$ cat src/rtl/uart_rx_oversampled_if.sv
// Receiver-side signal bundle for the oversampled UART receiver.
// The slave modport is the receiver; the master modport drives the line and
// acknowledges flags.
interface uart_rx_oversampled_if;
  logic       rx_serial_in;
  logic       rdy_clr;
  logic [7:0] rx_data_out;
  logic       rx_ready;
  logic       frame_err;
  logic       overrun;

  modport slave (
    input  rx_serial_in,
    input  rdy_clr,
    output rx_data_out,
    output rx_ready,
    output frame_err,
    output overrun
  );

  modport master (
    output rx_serial_in,
    output rdy_clr,
    input  rx_data_out,
    input  rx_ready,
    input  frame_err,
    input  overrun
  );
endinterface

$ cat src/rtl/uart_rx_oversampled.sv
// 8N1 UART receiver, 16x oversampled. Detects the start bit on a tick,
// confirms it at mid-bit, then samples each data bit and the stop bit at
// their centres. Status flags are sticky until acknowledged with rdy_clr.
//
// state | meaning
// IDLE  | line idle, looking for a low sample on a tick
// START | start bit seen, counting to its centre to reject glitches
// DATA  | sampling 8 data bits, LSB first, once every 16 ticks
// STOP  | waiting for the centre of the stop bit
// BREAK | stop bit was low; wait for the line to return high
module uart_rx_oversampled #(
  parameter int CLK_FREQ = 50_000_000,
  parameter int BAUD     = 115200
) (
  input  logic                   clk,
  input  logic                   reset,
  uart_rx_oversampled_if.slave   bus
);

  localparam int DIV   = CLK_FREQ / (BAUD * 16);
  localparam int DIV_W = (DIV > 1) ? $clog2(DIV) : 1;
  localparam logic [DIV_W-1:0] DIV_LAST = DIV_W'(DIV - 1);

  typedef enum logic [2:0] {
    IDLE  = 3'd0,
    START = 3'd1,
    DATA  = 3'd2,
    STOP  = 3'd3,
    BREAK = 3'd4
  } state_t;

  state_t           state_q, state_d;
  logic             sync1_q, sync2_q;
  logic [DIV_W-1:0] div_q;
  logic [3:0]       samp_q, samp_d;
  logic [2:0]       bit_q, bit_d;
  logic [7:0]       shift_q, shift_d;
  logic [7:0]       data_q, data_d;
  logic             ready_q, ready_d;
  logic             ferr_q, ferr_d;
  logic             ovr_q, ovr_d;
  logic             tick;
  logic             rx_s;
  logic             stop_ok;
  logic             stop_bad;

  assign rx_s = sync2_q;
  assign tick = (div_q == DIV_LAST);

  // Two-flop synchronizer; resets to the idle-high line level.
  always_ff @(posedge clk or posedge reset) begin
    if (reset) begin
      sync1_q <= 1'b1;
      sync2_q <= 1'b1;
    end else begin
      sync1_q <= bus.rx_serial_in;
      sync2_q <= sync1_q;
    end
  end

  // Free-running oversample divider; tick is high for one clock at DIV-1.
  always_ff @(posedge clk or posedge reset) begin
    if (reset) begin
      div_q <= '0;
    end else if (tick) begin
      div_q <= '0;
    end else begin
      div_q <= div_q + 1'b1;
    end
  end

  // State, counters, shift register and status flags.
  always_ff @(posedge clk or posedge reset) begin
    if (reset) begin
      state_q <= IDLE;
      samp_q  <= '0;
      bit_q   <= '0;
      shift_q <= '0;
      data_q  <= '0;
      ready_q <= 1'b0;
      ferr_q  <= 1'b0;
      ovr_q   <= 1'b0;
    end else begin
      state_q <= state_d;
      samp_q  <= samp_d;
      bit_q   <= bit_d;
      shift_q <= shift_d;
      data_q  <= data_d;
      ready_q <= ready_d;
      ferr_q  <= ferr_d;
      ovr_q   <= ovr_d;
    end
  end

  // Next-state, sampling and sticky-flag logic. A set in the same cycle as
  // rdy_clr wins, and an acknowledged completion is not an overrun.
  always_comb begin
    state_d  = state_q;
    samp_d   = samp_q;
    bit_d    = bit_q;
    shift_d  = shift_q;
    data_d   = data_q;
    stop_ok  = 1'b0;
    stop_bad = 1'b0;

    case (state_q)
      IDLE: begin
        if (tick && !rx_s) begin
          state_d = START;
          samp_d  = '0;
        end
      end
      START: begin
        if (tick) begin
          if (samp_q == 4'd7) begin
            samp_d  = '0;
            bit_d   = '0;
            state_d = rx_s ? IDLE : DATA;
          end else begin
            samp_d = samp_q + 4'd1;
          end
        end
      end
      DATA: begin
        if (tick) begin
          samp_d = samp_q + 4'd1;
          if (samp_q == 4'd15) begin
            shift_d[bit_q] = rx_s;
            bit_d          = bit_q + 3'd1;
            if (bit_q == 3'd7) begin
              state_d = STOP;
            end
          end
        end
      end
      STOP: begin
        if (tick) begin
          samp_d = samp_q + 4'd1;
          if (samp_q == 4'd15) begin
            if (rx_s) begin
              stop_ok = 1'b1;
              data_d  = shift_q;
              state_d = IDLE;
            end else begin
              stop_bad = 1'b1;
              state_d  = BREAK;
            end
          end
        end
      end
      BREAK: begin
        if (tick && rx_s) begin
          state_d = IDLE;
        end
      end
      default: state_d = IDLE;
    endcase

    ready_d = bus.rdy_clr ? 1'b0 : ready_q;
    ferr_d  = bus.rdy_clr ? 1'b0 : ferr_q;
    ovr_d   = bus.rdy_clr ? 1'b0 : ovr_q;
    if (stop_ok) begin
      ready_d = 1'b1;
    end
    if (stop_bad) begin
      ferr_d = 1'b1;
    end
    if (stop_ok && ready_q && !bus.rdy_clr) begin
      ovr_d = 1'b1;
    end
  end

  assign bus.rx_data_out = data_q;
  assign bus.rx_ready    = ready_q;
  assign bus.frame_err   = ferr_q;
  assign bus.overrun     = ovr_q;

endmodule

$ cat src/flat_wrapper.sv
// flat-port wrapper written by rule: the top's interface ports become plain ports
module uart_rx_oversampled_flat 
#(
  parameter int CLK_FREQ = 50_000_000,
  parameter int BAUD     = 115200
)
  (clk, reset, bus_rx_serial_in, bus_rdy_clr, bus_rx_data_out, bus_rx_ready, bus_frame_err, bus_overrun);
  uart_rx_oversampled_if bus_i ();
  input  logic clk;
  input  logic reset;
  input wire logic [$bits(bus_i.rx_serial_in)-1:0] bus_rx_serial_in;
  input wire logic [$bits(bus_i.rdy_clr)-1:0] bus_rdy_clr;
  output wire logic [$bits(bus_i.rx_data_out)-1:0] bus_rx_data_out;
  output wire logic [$bits(bus_i.rx_ready)-1:0] bus_rx_ready;
  output wire logic [$bits(bus_i.frame_err)-1:0] bus_frame_err;
  output wire logic [$bits(bus_i.overrun)-1:0] bus_overrun;
  assign bus_i.rx_serial_in = bus_rx_serial_in;
  assign bus_i.rdy_clr = bus_rdy_clr;
  assign bus_rx_data_out = bus_i.rx_data_out;
  assign bus_rx_ready = bus_i.rx_ready;
  assign bus_frame_err = bus_i.frame_err;
  assign bus_overrun = bus_i.overrun;
  uart_rx_oversampled #(.CLK_FREQ(CLK_FREQ), .BAUD(BAUD)) u_core (.clk(clk), .reset(reset), .bus(bus_i));
endmodule
$ cat config.mk
export PLATFORM = sky130hd
export DESIGN_NAME = uart_rx_oversampled_flat
export DESIGN_NICKNAME = d
export VERILOG_FILES = /design/src/rtl/uart_rx_oversampled_if.sv /design/src/rtl/uart_rx_oversampled.sv /design/src/flat_wrapper.sv
export SDC_FILE = /design/constraint.sdc
export NUM_CORES = 1
export LEC_CHECK = 0
export CORE_MARGIN = 2
export CORE_UTILIZATION = 25
export DETAILED_ROUTE_END_ITERATION = 8
export GPL_TIMING_DRIVEN = 0
export PLACE_DENSITY = 0.43
export RECOVER_POWER = 25
export REMOVE_ABC_BUFFERS = 1
export SYNTH_ARGS = -nofsm -noshare
export SYNTH_HDL_FRONTEND = slang
export SYNTH_SLANG_ARGS = --single-unit
$ cat constraint.sdc
create_clock -name clk -period 2.2 [get_ports clk]
set_clock_uncertainty 0.15 [all_clocks]
set_input_delay 0.44 -clock clk [delete_from_list [all_inputs] [get_ports clk]]
set_output_delay 0.44 -clock clk [all_outputs]
set_load 0.03 [all_outputs]
After elaboration in Yosys (flattened, before gate mapping)

Index checks and enable logic that the tools add are counted.

Bits in registers: 36
Bits of input ports: 4
Output and inout bits: 11
Logic and storage cells: 91

Add/subtract/negate cells: 3
Magnitude comparators: 2
Equal/unequal tests: 18
Multiplexer cells: 38
Reduce and logical (&&, ||, !) cells: 19

Operator list:

| cell                                                | count |
|---|---|
| two-way mux 3 bit                                   | 14 |
| != test 2 x 1 -> 1 bit, second input constant       | 10 |
| two-way mux 4 bit                                   | 4 |
| one-hot mux 3 bit (5 select lines)                  | 1 |
| two-way mux 1 bit                                   | 13 |
| one-hot mux 4 bit (3 select lines)                  | 1 |
| AND reduction 9 bit                                 | 1 |
| bitwise mux 8 bit                                   | 1 |
| AND reduction 4 bit                                 | 2 |
| nonzero test 2 bit                                  | 4 |
| equality test 3 x 2 -> 1 bit, second input constant | 2 |
| equality test 3 bit, second input constant          | 2 |
| one-hot mux 3 bit (2 select lines)                  | 1 |
| adder 5 x 1 -> 5 bit, second input constant         | 1 |
| equality test 5 bit, second input constant          | 1 |
| logical AND 1 bit                                   | 5 |
| two-way mux 5 bit                                   | 1 |
| AND reduction 5 bit                                 | 1 |
| adder 4 x 1 -> 4 bit, second input constant         | 1 |
| equality test 4 x 3 -> 1 bit, second input constant | 1 |
| equality test 4 bit, second input constant          | 1 |
| < comparator 3 x 4 -> 1 bit, second input constant  | 1 |
| adder 3 x 1 -> 3 bit, second input constant         | 1 |
| demux 1 bit (select 3 bit)                          | 1 |
| other kinds (8)                                     | 9 |

Logic depth before layout (Yosys ltp)

Gate-level depths: netlist of run 1.

Depth in word-level cells: 7
Gate-level depth with buffers: 7
Depth with buffers taken out: 6

Least setup slack after synthesis of run 1

No wires, ideal clock.

Path kind: flip-flop to flip-flop
Start: register u_core.div_q[0]
End: register u_core.shift_q[5]
Setup time: 0.128 ns
Arrival: 1.664 ns
Required time: 1.922 ns
Slack: 0.258 ns
Stages on the path, launching flop included: 8
Buffers on the path: 1
Clock period less this slack: 1.942 ns
Cells stage by stage: dfrtp_1 -> inv_1 -> ha_1 -> and4b_1 -> buf_4 -> nand4_1 -> nor3b_1 -> mux2_1

Word-level cells in the longest chain between the ends: 2

Ends and longest elaborated chain:

| element                       | RTL line                  | source |
|---|---|---|
| from (decl)                   | uart_rx_oversampled.sv:34 | `logic [DIV_W-1:0] div_q;` |
| from (signal assigned)        | uart_rx_oversampled.sv:68 | `div_q <= div_q + 1'b1;` |
| equality test 5 bit           | uart_rx_oversampled.sv:48 | `assign tick = (div_q == DIV_LAST);` |
| AND reduction 3 bit (no line) | n/a                       |  |
| to (signal assigned)          | uart_rx_oversampled.sv:87 | `shift_q <= shift_d;` |
| to (decl)                     | uart_rx_oversampled.sv:37 | `logic [7:0] shift_q, shift_d;` |

No other way between the ends.
A chain may end at the register's enable or synchronous reset.

Worst setup path after layout of run 1

Start: register u_core.div_q[0]
End: register u_core.shift_q[1]

The elaborated chain is that of the path after synthesis.

==> flow_summary_export.csv, run 1 <==
group,metric,value,unit
logic_synthesis,yosys_most_used_dff,"dfrtp_1",
detailed_routing,dr.pass1.iters,5,
worst_hold_path,min_path_type,"flop to flop",
logic_synthesis,synth-seq-area-share,0.514,
clock_tree,clock-sinks,36,
setup_path,critPathRequiredTime,2.22,ns
sta,drv_slew,0,
setup_path,cpMaxStageDelayCell,"dfrtp_1",
placed_design,dp_hpwl,2280,um
clock_tree,numCtsBuffers,5,
setup_path,crit_type,"flop to flop",
floorplanning,fp.dieH,87.9,um
logic_synthesis,syn_area,1760,um^2
sta,slew_headroom,0.481,
final_layout,regArea,903,um^2
floorplanning,die_w,87.9,um
clock_tree,clkTransAtPathRegs,0.07,ns
final_layout,area_growth,22.8,%
setup_path,crit_buf_inv,1,
sta,layout_min_cycle_time,2.07,ns
clock_tree,cts-root-buf,"clkbuf_8",
sta,fin_ws,0.128,ns
sta,finalCritPeriodShare,0.942,
logic_synthesis,netlist_instances,152,
logic_synthesis,ys_seq_elements,36,
placed_design,finalWeightedCongestion,0.755,
detailed_routing,first_iter_violations,82,
setup_path,slowest_delay,0.42,ns
clock_tree,htree_levels,2,
detailed_routing,vias,1197,
logic_synthesis,avgSynthCellArea,11.6,um^2
setup_path,cp_cell_sequence,"inv_2, ha_4, and4b_2, nand4_1, nor3_1, mux2_1",
logic_synthesis,ys_async_sr_fraction,1.00,
global_routing,grt_pass1_wl,5950,um
setup_path,path_max_fanout,5,
setup_path,start_kind,"flop",
sta,rsz0062_at_grt,"false",
floorplanning,die-area,7720,um^2
placed_design,io_buffers,14,
final_layout,layout-drive-gt1-share,0.211,
setup_path,cp.arrival,2.09,ns
job,max-cap-violations,0,
detailed_routing,ant_nets,0,
logic_synthesis,synth-edff-count,0,
clock_tree,cts_tree,"done",
final_layout,final_common_cell,"dfrtp_1",
detailed_routing,drc,0,
sta,worstMarginPinSlew,0.777,ns
status,status,"complete, no violations",
logic_synthesis,synth_cell_type_count,48,
global_routing,antenna_found_initial,0,
sta,final_hold_viol_count,0,
sta,holdWs,0.209,ns
placed_design,post-place-ws,-0.0784,ns
floorplanning,core,6790,um^2
power_and_ir_drop,leakage,0.953,nW
final_layout,multi_input_comb_area,825,um^2
final_layout,layout_common_cells,"dfrtp_1, nand2_1, clkdlybuf4s50_1, nor2_1",
final_layout,n_fill_cell,678,
global_routing,grt_pass1_vias,1249,
power_and_ir_drop,seq_power_share,0.507,
final_layout,fin_nets,179,
setup_path,crit_path_end_kind,"flop",
clock_tree,cts_buffer_depth,2,
detailed_routing,finalWirelength,3440,um
power_and_ir_drop,switchingPower,0.251,mW
detailed_routing,post_drt_via_cell_ratio,4.48,
floorplanning,start_util,0.259,
setup_path,crit_family,"simple AND/OR/NAND/NOR gates",
clock_tree,clock_latency,0.28,ns
global_routing,grt_usage,0.0987,
sta,fmax,483,MHz
power_and_ir_drop,combPwrFrac,0.015,
power_and_ir_drop,ir_drop,0.225,mV
clock_tree,cts.hold.buffers_added,0,
power_and_ir_drop,power_density,612,nW/um^2
power_and_ir_drop,p_sw_frac,0.190,
power_and_ir_drop,internal_power,1.07,mW
global_routing,grt_max_degree,37,
detailed_routing,wire_per_inst,12.9,um
final_layout,antenna_cells,0,
floorplanning,rows,30,
power_and_ir_drop,power_frac_clock,0.478,
sta,setup_viol,0,
logic_synthesis,ys_warn_count,0,
global_routing,grt_overflow,0,
floorplanning,io_pins,15,
[sequential cells by signal (all words and copies together) (netlist names)]
name                    count
u_core.bit_q                3
u_core.bus.frame_err        1
u_core.bus.overrun          1
u_core.bus.rx_data_out      8
u_core.bus.rx_ready         1
u_core.div_q                5
u_core.rx_s                 1
u_core.samp_q               4
u_core.shift_q              8
u_core.state_q              3
u_core.sync1_q              1
[per-layer routing]
layer  GRT usage  up-vias  routed length, um
met5           0        -                  0
met4      0.0448        0                 43
met3      0.0264        2                122
met2       0.160       27               1630
met1       0.123      583               1650
li1            -      585                  -
[stage by stage]
stage / area, um^2 / instances / power (mW) / setup TNS, ns / util
after floorplan: 1710 / 145 / 0.691 / 0 / -
after global placement: 1970 / 255 / 0.703 / -0.0289 / 0.290
after detailed placement: 1970 / 255 / 0.704 / -2.69 / 0.290
after CTS: 2110 / 263 / 1.35 / 0 / 0.310
after global routing: 2160 / 267 / 1.37 / 0 / 0.318
final: 2160 / 267 / 1.32 / 0 / 0.318
[Yosys cell counts, types with 2 or more instances]
library cell | number | area share
nand2_1 | 17 | 0.036
nor2_1 | 11 | 0.023
nor3b_1 | 2 | 0.0085
nand3_1 | 4 | 0.011
dfrtp_1 | 34 | 0.48
nor3b_2 | 2 | 0.014
mux2_2 | 8 | 0.051
inv_1 | 4 | 0.0085
buf_6 | 2 | 0.013
a21oi_1 | 2 | 0.0057
o21ai_0 | 3 | 0.0085
o31ai_1 | 2 | 0.0085
ha_1 | 5 | 0.036
clkbuf_1 | 3 | 0.0064
o22ai_1 | 2 | 0.0071
mux2_1 | 8 | 0.051
dfstp_2 | 2 | 0.030
nand2b_1 | 3 | 0.011
nand3b_1 | 5 | 0.021
o21ai_1 | 3 | 0.0085
nor3_1 | 3 | 0.0085
[repair_timing]
action	in CTS	in global routing
buffers inserted	0	4
endpoints found under the setup margin	3	6
gates cloned	0	0
pin swaps	1	2
resized for setup	2	5
[path summary, 6_finish.rpt]
path / start / end / slack, ns / depth (start not counted)
max in group asynchronous: reset / u_core.bit_q[0] / 0.80 / 2
max: u_core.div_q[0] / u_core.shift_q[1] / 0.13 / 6
min reg2reg: u_core.sync1_q / u_core.rx_s / 0.21 / 0
max reg2reg: u_core.div_q[0] / u_core.shift_q[1] / 0.13 / 6
min in group asynchronous: reset / u_core.div_q[4] / 0.60 / 2
min: u_core.sync1_q / u_core.rx_s / 0.21 / 0
[cells by family (layout without fill, tap and decap cells)]
kind of cell	after synthesis	in the layout	synth area share
simple gates	57	57	0.197
flops	36	36	0.514
compound gates	24	24	0.101
mux	17	17	0.108
buf+inv	11	30	0.0348
fa+ha+maj	5	5	0.0356
xor+xnor	2	2	0.00996
[layout make-up]
| cell class | instances | share of cell area |
|---|---|---|
| clock inverter | 1 | 0.0139 |
| inverter | 4 | 0.00695 |
| clock buffer | 7 | 0.0446 |
| tap | 96 | 0.0556 |
| sequential | 36 | 0.418 |
| timing repair buffer | 18 | 0.0788 |
| multi-input combinational | 105 | 0.382 |
[power groups by stage]
| stage | registers [mW] | logic, mW | clock network (mW) |
|---|---|---|---|
| detailed placement | 0.683 | 0.0217 | 0 |
| CTS | 0.669 | 0.0219 | 0.657 |
| floorplan | 0.680 | 0.0113 | 0 |
| global placement | 0.682 | 0.0207 | 0 |
| finish | 0.670 | 0.0200 | 0.631 |
| global route | 0.670 | 0.0241 | 0.676 |
Note: power is estimated with default switching activity, not from simulation.
==> run 2, diff against run 1 <==
==> constraint.sdc (replaced) <==
create_clock -name clk -period 2.7 [get_ports clk]
set_clock_uncertainty 0.15 [all_clocks]
set_input_delay 0.54 -clock clk [delete_from_list [all_inputs] [get_ports clk]]
set_output_delay 0.54 -clock clk [all_outputs]
set_load 0.03 [all_outputs]
==> run 2 against run 1 <==
- utilization fell by 0.88 points
- first-iteration DRC count fell by 21%
- largest power group unchanged
- worst setup slack improved by 0.31 ns
- register-to-register slack improved by 0.31 ns
- critical path type unchanged
- flip-flop and latch count did not move
- clock power fell by 18%
- combinational power fell by 21%
==> flow_summary_export.csv, run 2 (synthesis results as in run 1) <==
group,metric,value,unit
floorplanning,core,6790,um^2
detailed_routing,wire_per_inst,12.4,um
clock_tree,clkTransAtPathRegs,0.07,ns
detailed_routing,finalWirelength,3270,um
global_routing,grt_pass1_vias,1245,
clock_tree,clock_latency,0.28,ns
detailed_routing,first_iter_violations,65,
final_layout,final_common_cell,"dfrtp_1",
detailed_routing,ant_nets,0,
floorplanning,die_w,87.9,um
floorplanning,die-area,7720,um^2
final_layout,area_growth,19.3,%
final_layout,layout-drive-gt1-share,0.156,
sta,worstMarginPinSlew,1.37,ns
clock_tree,cts.hold.buffers_added,0,
sta,setup_viol,0,
setup_path,critPathRequiredTime,2.71,ns
power_and_ir_drop,finalPower,1.08,mW
sta,final_hold_viol_count,0,
power_and_ir_drop,ir_drop,0.186,mV
detailed_routing,vias,1184,
sta,rsz0062_at_grt,"false",
clock_tree,cts_buffer_depth,2,
clock_tree,cts_tree,"done",
clock_tree,post_cts_resized,0,
global_routing,antenna_found_initial,0,
clock_tree,htree_levels,2,
sta,setup_tns,0,ns
worst_hold_path,hold_depth,0,
clock_tree,cts-root-buf,"clkbuf_8",
setup_path,start_kind,"flop",
setup_path,reg2reg_depth,6,
clock_tree,clock-sinks,36,
placed_design,place_area,1970,um^2
clock_tree,cts_setup_buffers,0,
global_routing,grt_max_degree,37,
status,status,"complete, no violations",
floorplanning,io_pins,15,
floorplanning,start_util,0.259,
worst_hold_path,min_path_type,"flop to flop",
global_routing,grt_pass1_wl,5920,um
placed_design,dp_hpwl,2280,um
global_routing,grt_overflow,0,
global_routing,grt_usage,0.0983,
sta,finalCritPeriodShare,0.837,
final_layout,antenna_cells,0,
final_layout,post-route-cell-area,2100,um^2
detailed_routing,post_drt_via_cell_ratio,4.50,
sta,slew_headroom,0.0849,
setup_path,crit_path_end_kind,"flop",
final_layout,layout_common_cells,"dfrtp_1, nand2_1, clkdlybuf4s50_1, nor2_1",
power_and_ir_drop,leakage,0.932,nW
detailed_routing,drc,0,
sta,fmax,443,MHz
placed_design,io_buffers,14,
clock_tree,numCtsBuffers,5,
setup_path,cp.arrival,2.27,ns
placed_design,finalWeightedCongestion,0.755,
setup_path,path_max_fanout,7,
final_layout,fin_nets,175,
power_and_ir_drop,power_density,514,nW/um^2
floorplanning,fp.dieH,87.9,um
sta,layout_min_cycle_time,2.26,ns
job,max-cap-violations,0,
detailed_routing,dr.pass1.iters,4,
final_layout,utilization,0.309,
setup_path,crit_type,"flop to flop",
sta,drv_slew,0,
floorplanning,rows,30,
## run 2: layout make-up
type | count | area (um^2)
Sequential cell | 36 | 903
Clock buffer | 7 | 96.3
Tap cell | 96 | 120
Inverter | 4 | 15.0
Fill cell | 678 | 4690
Multi-Input combinational cell | 105 | 795
Timing Repair Buffer | 14 | 140
Clock inverter | 1 | 30.0
## run 2: worst paths after layout
check / from / to / slack, ns
worst max-delay path: u_core.div_q[0] / u_core.shift_q[5] / 0.44
worst min-delay path: u_core.sync1_q / u_core.rx_s / 0.21
worst max register to register: u_core.div_q[0] / u_core.shift_q[5] / 0.44
worst min register to register: u_core.sync1_q / u_core.rx_s / 0.21
max in group asynchronous: reset / u_core.shift_q[2] / 0.65
min in group asynchronous: reset / u_core.bus.overrun / 0.93
## run 2: critical path, stage by stage (launching register included)
cell and delay, ns:
dfrtp_1 0.42, inv_1 0.07, ha_1 0.22, and4b_1 0.39, nand4_1 0.26, nor3b_1 0.28, mux2_1 0.35
## run 2: routing by layer
layer,global-route usage,vias to the layer above,wire length [um]
li1,-,580,-
met1,0.122,577,1600
met2,0.159,25,1520
met3,0.0264,2,102
met4,0.0448,0,42
met5,0,-,0
## run 2: metrics by stage
| step | hold slack, ns | instances | worst slack [ns] |
|---|---|---|---|
| after floorplan | 0.195 | 145 | 0.740 |
| after global placement | 0.201 | 255 | 0.413 |
| after detailed placement | 0.200 | 255 | 0.322 |
| after CTS | 0.212 | 263 | 0.415 |
| after global routing | 0.219 | 263 | 0.258 |
| final | 0.209 | 263 | 0.441 |
## run 2: report_power, final
part,internal [mW],switching [mW],leakage [nW]
Clock,0.326,0.191,0.0645
Sequential,0.542,0.00370,0.476
Combinational,0.00411,0.0117,0.391
Total,0.872,0.207,0.932
==> run 3, diff against run 2 <==
==> constraint.sdc (replaced) <==
create_clock -name clk -period 2.3 [get_ports clk]
set_clock_uncertainty 0.15 [all_clocks]
set_input_delay 0.46 -clock clk [delete_from_list [all_inputs] [get_ports clk]]
set_output_delay 0.46 -clock clk [all_outputs]
set_load 0.03 [all_outputs]
==> run 3 against run 2 <==
- global-route usage stayed put
- final area increased by 1.4%
- utilization is 0.42 points higher
- worst hold slack about the same
- critical path depth unchanged
- non-clock buffer count up 3
- routed wire length increased by 1.4%
- sequential power rose by 18%
- via count rose by 1.4%
- power increased by 17%
- die area did not move
- clock power increased by 16%
- largest cell class unchanged
- largest power group unchanged
==> flow_summary_export.csv, run 3 (synthesis results as in run 1) <==
group,metric,value,unit
placed_design,io_buffers,14,
detailed_routing,vias,1200,
power_and_ir_drop,switchingPower,0.237,mW
final_layout,utilization,0.313,
clock_tree,cts.hold.buffers_added,0,
final_layout,final_common_cell,"dfrtp_1",
clock_tree,clock-sinks,36,
setup_path,setup.worst_path.end,"u_core.shift_q[3]",
sta,final_hold_viol_count,0,
sta,drv_slew,0,
worst_hold_path,hold_start,"u_core.sync1_q",
detailed_routing,finalWirelength,3320,um
final_layout,regArea,903,um^2
setup_path,slowest_delay,0.42,ns
sta,finalCritPeriodShare,0.933,
final_layout,layout-drive-gt1-share,0.182,
setup_path,start_kind,"flop",
setup_path,reg2reg_to,"u_core.shift_q[3]",
setup_path,cpMaxStageDelayCell,"dfrtp_1",
global_routing,antenna_found_initial,0,
detailed_routing,first_iter_violations,79,
detailed_routing,dr_wl_met2,1590,um
detailed_routing,wl_met3,92,um
detailed_routing,drc,0,
sta,worstMarginPinSlew,1.39,ns
final_layout,n_fill_cell,676,
detailed_routing,dr.pass1.iters,4,
final_layout,antenna_cells,0,
power_and_ir_drop,internal_power,1.02,mW
clock_tree,cts_tree,"done",
setup_path,crit_buf_inv,1,
setup_path,crit_family,"simple AND/OR/NAND/NOR gates",
setup_path,crit_type,"flop to flop",
detailed_routing,wire_per_inst,12.5,um
setup_path,cp_cell_sequence,"inv_1, ha_1, and4b_2, nand4_1, nor3b_1, mux2_2",
final_layout,area_growth,21.0,%
detailed_routing,wl_met1,1590,um
worst_hold_path,min_path_type,"flop to flop",
global_routing,grt_max_degree,37,
worst_hold_path,hold_depth,0,
power_and_ir_drop,ir_drop,0.216,mV
floorplanning,rows,30,
floorplanning,start_util,0.259,
final_layout,multi_input_comb_area,801,um^2
final_layout,finalNonFillerCells,266,
setup_path,critPathRequiredTime,2.32,ns
setup_path,crit_path_end_kind,"flop",
sta,setup_tns,0,ns
detailed_routing,top_layer,"met4",
sta,fmax,466,MHz
setup_path,reg2reg_depth,6,
detailed_routing,ant_nets,0,
floorplanning,die-area,7720,um^2
clock_tree,cts_buffer_depth,2,
clock_tree,cts-root-buf,"clkbuf_8",
floorplanning,io_pins,15,
placed_design,finalWeightedCongestion,0.755,
power_and_ir_drop,seq_power_share,0.508,
setup_path,path_max_fanout,5,
final_layout,layout_common_cells,"dfrtp_1, nand2_1, clkdlybuf4s50_1, nor2_1",
floorplanning,fp.dieH,87.9,um
placed_design,dp_hpwl,2280,um
power_and_ir_drop,power_density,593,nW/um^2
sta,rsz0062_at_grt,"false",
clock_tree,numCtsBuffers,5,
job,max-cap-violations,0,
power_and_ir_drop,p_sw_frac,0.188,
sta,slew_headroom,0.0750,
setup_path,worstSetupPathDepth,6,
setup_path,startpoint,"u_core.div_q[0]",
detailed_routing,post_drt_via_cell_ratio,4.51,
placed_design,dp.cells,255,
global_routing,grt_overflow,0,
setup_path,regToRegStartpoint,"u_core.div_q[0]",
global_routing,grt_pass1_wl,5920,um
clock_tree,clock_latency,0.28,ns
clock_tree,htree_levels,2,
setup_path,rrSetupSlack,0.15,ns
sta,setup_viol,0,
status,status,"complete, no violations",
power_and_ir_drop,power_frac_clock,0.477,
floorplanning,core,6790,um^2
clock_tree,clkTransAtPathRegs,0.07,ns
power_and_ir_drop,combPwrFrac,0.015,
setup_path,cp.arrival,2.17,ns
final_layout,fin_nets,178,
global_routing,grt_usage,0.0983,
global_routing,grt_pass1_vias,1245,
power_and_ir_drop,finalPower,1.26,mW
power_and_ir_drop,leakage,0.947,nW
floorplanning,die_w,87.9,um
sta,layout_min_cycle_time,2.15,ns
-- run 3: layout make-up --
type | instances | area share
Sequential cell | 36 | 0.424
Tap cell | 96 | 0.0564
Inverter | 4 | 0.00705
Clock buffer | 7 | 0.0453
Multi-Input combinational cell | 105 | 0.376
Timing Repair Buffer | 17 | 0.0764
Clock inverter | 1 | 0.0141
-- run 3: power groups by stage --
stage / sequential (mW) / clock [mW] / combinational, mW
after detailed placement: 0.653 / 0 / 0.0208
after global routing: 0.641 / 0.646 / 0.0233
final: 0.641 / 0.602 / 0.0190
after floorplan: 0.650 / 0 / 0.0108
after global placement: 0.653 / 0 / 0.0198
after CTS: 0.640 / 0.628 / 0.0209
-- run 3: worst min path at each step --
| stage | end | slack [ns] |
|---|---|---|
| 2_1_floorplan | u_core.rx_s | 0.20 |
| 3_3_place_gp | u_core.rx_s | 0.20 |
| 3_5_place_dp | u_core.rx_s | 0.20 |
| 4_1_cts | u_core.rx_s | 0.21 |
| 5_1_grt | u_core.rx_s | 0.22 |
| 6_report | u_core.rx_s | 0.21 |
-- run 3: per-layer routing --
layer	up-vias	global-route usage
met5	-	0
met1	594	0.122
met2	19	0.159
li1	585	-
met3	2	0.0264
met4	0	0.0448
-- run 3: what timing repair did --
item / 4_1_cts / 5_1_grt
gates resized for setup: 0 / 2
endpoints found under the setup margin: 0 / 4
setup buffers: 0 / 3
-- run 3: through the flow --
step / setup WS, ns / hold slack, ns / instance area (um^2)
5_1_grt: 0.0262 / 0.219 / 2130
3_5_place_dp: 0.00161 / 0.200 / 1970
6_report: 0.154 / 0.209 / 2130
2_1_floorplan: 0.340 / 0.195 / 1710
3_3_place_gp: 0.0730 / 0.201 / 1970
4_1_cts: 0.0150 / 0.212 / 2100
